--- config.mk ---
export PLATFORM = sky130hd
export DESIGN_NAME = div
export DESIGN_NICKNAME = d
export VERILOG_FILES = /design/src/rtl/div_pkg.sv /design/src/rtl/div_step.sv /design/src/rtl/div.sv
export SDC_FILE = /design/constraint.sdc
export NUM_CORES = 1
export LEC_CHECK = 0
export ABC_AREA = 1
export BUFFER_PORTS_ARGS = -buffer_cell sky130_fd_sc_hd__buf_2
export CELL_PAD_IN_SITES_DETAIL_PLACEMENT = 1
export CELL_PAD_IN_SITES_GLOBAL_PLACEMENT = 1
export CORE_UTILIZATION = 42
export CTS_CLUSTER_DIAMETER = 150
export DETAILED_ROUTE_END_ITERATION = 10
export PLACE_DENSITY = 0.81
export SYNTH_ARGS = -nofsm -noshare
export SYNTH_HDL_FRONTEND = slang
export SYNTH_SLANG_ARGS = --single-unit
--- constraint.sdc ---
create_clock -name clk -period 3.2 [get_ports clk]
set_clock_uncertainty 0.1 [all_clocks]
set_input_delay 0.64 -clock clk [delete_from_list [all_inputs] [get_ports clk]]
set_output_delay 0.64 -clock clk [all_outputs]
set_load 0.1 [all_outputs]
--- src/rtl/div_pkg.sv ---
// Shared constants, state encoding and helpers for the multi-cycle divider.
package div_pkg;

  localparam int WIDTH   = 32;
  localparam int REG_BUS = WIDTH;
  localparam int CNT_W   = 6;

  typedef logic [REG_BUS-1:0]   word_t;
  typedef logic [2*REG_BUS-1:0] dword_t;

  localparam word_t ZERO_WORD            = '0;
  localparam logic  RST_ENABLE           = 1'b1;
  localparam logic  DIV_RESULT_READY     = 1'b1;
  localparam logic  DIV_RESULT_NOT_READY = 1'b0;
  localparam logic  DIV_START            = 1'b1;
  localparam logic  DIV_STOP             = 1'b0;

  typedef enum logic [1:0] {
    DIV_FREE    = 2'b00,
    DIV_BY_ZERO = 2'b01,
    DIV_ON      = 2'b10,
    DIV_END     = 2'b11
  } div_state_t;

  // Magnitude of a two's-complement word when treated as signed.
  function automatic word_t abs_word(word_t value, logic is_signed);
    return (is_signed && value[REG_BUS-1]) ? -value : value;
  endfunction

endpackage

--- src/rtl/div_step.sv ---
// One restoring shift-subtract iteration over the {remainder, quotient} register.
module div_step
  import div_pkg::*;
(
  input  dword_t work,
  input  word_t  divisor,
  output dword_t work_next
);

  logic [REG_BUS:0] trial;

  // The shifted remainder is 33 bits wide so large unsigned divisors still compare correctly.
  always_comb begin
    trial = work[2*REG_BUS-1:REG_BUS-1] - {1'b0, divisor};
    if (trial[REG_BUS]) begin
      work_next = {work[2*REG_BUS-2:0], 1'b0};
    end else begin
      work_next = {trial[REG_BUS-1:0], work[REG_BUS-2:0], 1'b1};
    end
  end

endmodule

--- src/rtl/div.sv ---
// Multi-cycle restoring divider (DIV/DIVU) with a four-state handshake FSM.
// Optional macro DIV_ZERO_FLAG_EN adds div_zero_o, set in DIV_END after a zero divisor.
module div
  import div_pkg::*;
(
  input  logic        clk,
  input  logic        rst,
  input  logic        signed_div_i,
  input  logic [31:0] opdata1_i,
  input  logic [31:0] opdata2_i,
  input  logic        start_i,
  input  logic        annul_i,
`ifdef DIV_ZERO_FLAG_EN
  output logic        div_zero_o,
`endif
  output logic [63:0] result_o,
  output logic        ready_o
);

  div_state_t         state;
  logic [CNT_W-1:0]   cnt;
  dword_t             work;
  dword_t             work_next;
  word_t              divisor;
  logic               signed_op;
  logic               dividend_neg;
  logic               divisor_neg;
  word_t              quo_fix;
  word_t              rem_fix;

  div_step u_step (
    .work      (work),
    .divisor   (divisor),
    .work_next (work_next)
  );

  // Quotient sign follows the operand signs; remainder follows the dividend.
  always_comb begin
    quo_fix = work[REG_BUS-1:0];
    rem_fix = work[2*REG_BUS-1:REG_BUS];
    if (signed_op && (dividend_neg ^ divisor_neg)) quo_fix = -work[REG_BUS-1:0];
    if (signed_op && dividend_neg)                 rem_fix = -work[2*REG_BUS-1:REG_BUS];
  end

  // NOTE: all state is updated with non-blocking assignments so every register sees pre-edge values.
  always_ff @(posedge clk) begin
    if (rst == RST_ENABLE) begin
      state        <= DIV_FREE;
      cnt          <= '0;
      work         <= '0;
      divisor      <= ZERO_WORD;
      signed_op    <= 1'b0;
      dividend_neg <= 1'b0;
      divisor_neg  <= 1'b0;
      result_o     <= '0;
      ready_o      <= DIV_RESULT_NOT_READY;
`ifdef DIV_ZERO_FLAG_EN
      div_zero_o   <= 1'b0;
`endif
    end else begin
      case (state)
        DIV_FREE: begin
          if (start_i == DIV_START && !annul_i) begin
            if (opdata2_i == ZERO_WORD) begin
              state <= DIV_BY_ZERO;
            end else begin
              state        <= DIV_ON;
              cnt          <= '0;
              work         <= {ZERO_WORD, abs_word(opdata1_i, signed_div_i)};
              divisor      <= abs_word(opdata2_i, signed_div_i);
              signed_op    <= signed_div_i;
              dividend_neg <= opdata1_i[REG_BUS-1];
              divisor_neg  <= opdata2_i[REG_BUS-1];
            end
          end
        end
        DIV_BY_ZERO: begin
          if (annul_i) begin
            state <= DIV_FREE;
          end else begin
            state      <= DIV_END;
            result_o   <= '0;
            ready_o    <= DIV_RESULT_READY;
`ifdef DIV_ZERO_FLAG_EN
            div_zero_o <= 1'b1;
`endif
          end
        end
        DIV_ON: begin
          if (annul_i) begin
            state <= DIV_FREE;
          end else if (cnt == CNT_W'(REG_BUS)) begin
            state    <= DIV_END;
            result_o <= {rem_fix, quo_fix};
            ready_o  <= DIV_RESULT_READY;
          end else begin
            work <= work_next;
            cnt  <= cnt + 1'b1;
          end
        end
        DIV_END: begin
          if (start_i == DIV_STOP) begin
            state      <= DIV_FREE;
            result_o   <= '0;
            ready_o    <= DIV_RESULT_NOT_READY;
`ifdef DIV_ZERO_FLAG_EN
            div_zero_o <= 1'b0;
`endif
          end
        end
        default: state <= DIV_FREE;
      endcase
    end
  end

endmodule
==> results.json <==
{
  "status": "finished clean",
  "gp_congestion": 0.930,
  "crit_type": "reg2reg",
  "cp_slowest_cell": "fa_1",
  "crit_top_cell": "nand2_2",
  "vias": 14600,
  "cts_tree": "built",
  "worstMarginPinSlew_ns": 1.11,
  "rows": 64,
  "drv_slew": 0,
  "period_needed_ns": 2.90,
  "antenna_cells": 0,
  "cts_htree_levels": 4,
  "syn-instance-count": 2206,
  "hold_path_class": "reg2reg",
  "r2r_slack_ns": 0.30,
  "pin_count": 134,
  "ys_seq_area_share_pct": 26.3,
  "finalSetupViolCount": 0,
  "post_route_cells_drive_above_1_share_pct": 10.4,
  "route.detailed.drc": 0,
  "p_leak_nw": 7.24,
  "syn_nets": 2319,
  "grt_pass1_vias": 14500,
  "async_reset_ff_share_pct": 0,
  "sequentialPowerShare_pct": 35.1,
  "firstDrtPassIters": 5,
  "hpwl_mm": 37.9,
  "worstPathArrival_ns": 3.11,
  "via_per_inst": 5.40,
  "synth_seq_cells": 172,
  "area_growth_pct": 12.0,
  "cp_data_required_time_ns": 3.41,
  "ir_drop_mv": 0.380,
  "grt_pass1_wl_mm": 75.4,
  "finalPower_mw": 6.81,
  "most-common-layout-cells": "nand2_1, inv_1, nand3_1",
  "crit_path_start_kind": "flip-flop",
  "p_int_mw": 3.96,
  "crit_path_cell_trace": "inv_1, ha_1, fa_1, inv_1, nand2_1, nand2_1, nand3_1, nand2_2, nand2_2, nand2_2, nand2_2, nand2_4, nand2_4, nand2_4, nand2_1, nand3_1, a21oi_1",
  "fmax_mhz": 344,
  "start_util_pct": 42.8,
  "final_common_cell": "nand2_1",
  "routed_wl_mm": 47.7,
  "final_net_count": 2417,
  "hold_ws_ns": 0.364,
  "post-route-period-util_pct": 90.8,
  "slew_headroom_pct": 26.2,
  "cts.sinks": 172,
  "drv_cap": 0,
  "clk_pin_slew_ns": 0.08,
  "grt_max_degree": 132,
  "hold_path_startpoint": "result_o[47]",
  "coreArea_sq_um": 30600,
  "clkLatencyLatePin_ns": 0.45,
  "slowest_delay_ns": 0.41,
  "grtUsageTotal_pct": 30.2,
  "synth_edf_count": 0,
  "antenna_left": 0,
  "wl_per_cell_microns": 17.6,
  "rsz0062_at_grt": "no",
  "grt_overflow_total": 0,
  "crit_fanout": 21,
  "port_buffers": 133,
  "r2r_start": "work[31]",
  "die_y_microns": 178,
  "post_cts_buffers": 0,
  "clockPowerShare_pct": 31.7,
  "dieArea_sq_um": 31900,
  "p_sw_share_pct": 41.8,
  "fin_ws_ns": 0.296,
  "die_x_microns": 178,
  "synth_area_sq_um": 13100,
  "dp_slack_ns": 0.0978,
  "avgSynthCellArea_sq_um": 5.93,
  "combPwrFrac_pct": 33.2,
  "yosys_warnings": 0,
  "final-hold-violation-count": 0,
  "endpoint_kind": "flip-flop",
  "drt_iter0_markers": 884,
  "cts_made_buffers": 17,
  "synth_cell_types": 48,
  "cts_buffer_depth": 2,
  "synth_ff_type": "dfxtp_1",
  "antenna_found_initial": 0,
  "p_sw_mw": 2.85,
  "startpoint": "work[31]",
  "clockRootBuffer": "clkbuf_16",
  "power.density_nw_per_um2": 465,
  "tns_ns": 0
}
==> worst paths after layout <==
path                        to  depth (start not counted)
setup / recovery      work[34]                         17
hold / removal    result_o[47]                          2
setup reg to reg      work[34]                         17
hold reg to reg   result_o[47]                          2
==> power by group through the flow <==
stage / Clock (mW) / Combinational (mW) / Sequential [mW]
finish: 2.16 / 2.26 / 2.39
global route: 2.27 / 2.51 / 2.40
CTS: 2.17 / 2.24 / 2.38
detailed placement: 0 / 2.21 / 2.43
global placement: 0 / 2.14 / 2.42
floorplan: 0 / 1.55 / 2.45
==> cells by family (layout without fill, tap and decap cells) <==
kind of cell	Yosys count	after routing	synth area share, %
adders and majority gates	44	44	4.27
buffers and inverters	391	502	12.1
DFF	172	172	26.3
xor gates and xnor gates	67	67	4.49
AOI/OAI and AO/OA	335	335	13.7
and+or+nand+nor	1197	1197	39.1
==> critical path, delay by kind of cell (launching register included) <==
family          cells  cell delay, ns
simple gates       12            1.35
fa+ha+maj           2            0.64
flops               1            0.36
buf+inv             2            0.24
compound gates      1            0.07
==> layout make-up <==
type                       instances  area (sq um)
clock inverter                    15           183
inverter                         313          1170
fill                            4404         15900
clock buffer                      17           425
timing repair buffer             157           861
sequential                       172          3440
multi-input combinational       1643          8070
tap                              396           495
==> per-stage QoR <==
step,utilization [%],cells,area [sq um]
after CTS,47.9,2713,14600
after detailed placement,45.9,2681,14000
after floorplan,-,2206,13100
after global routing,47.9,2713,14700
after global placement,45.9,2681,14000
final,47.9,2713,14700
==> sequential cells by signal, summed over array words and instances (netlist names) <==
name / count
cnt: 6
dividend_neg: 1
divisor: 32
divisor_neg: 1
ready_o: 1
result_o: 64
signed_op: 1
state: 2
work: 64
==> repair_timing <==
item | CTS | global route
gates resized for setup | 0 | 1
setup endpoints to repair | 0 | 21
hold buffers | 0 | 0
endpoints found under the hold margin | 0 | 0
==> cell usage after synthesis (10+ instances only) <==
cell type  count  share of area, %
a31oi_1       26               1.2
dfxtp_1      172                26
nand2_1      688                20
nand2_2       10              0.48
buf_2         27               1.0
xor2_1        54               3.6
nand4_1       35               1.7
nand3b_1      13              0.75
clkbuf_1      36               1.0
ha_1          43               4.1
a21oi_1      193               7.4
nor3_1        25              0.96
nor2_1       169               4.8
nand3_1      217               8.3
xnor2_1       13              0.87
inv_1        303               8.7
o21ai_0       79               3.0
==> routing by layer <==
metal,track usage [%],up-vias,share of wire (%)
met1,40.8,6987,47
met2,49.6,328,46
met3,3.96,71,4.2
li1,-,7254,-
met5,0,-,0
met4,9.46,0,2.6
Power figures use the tool's default switching activity.
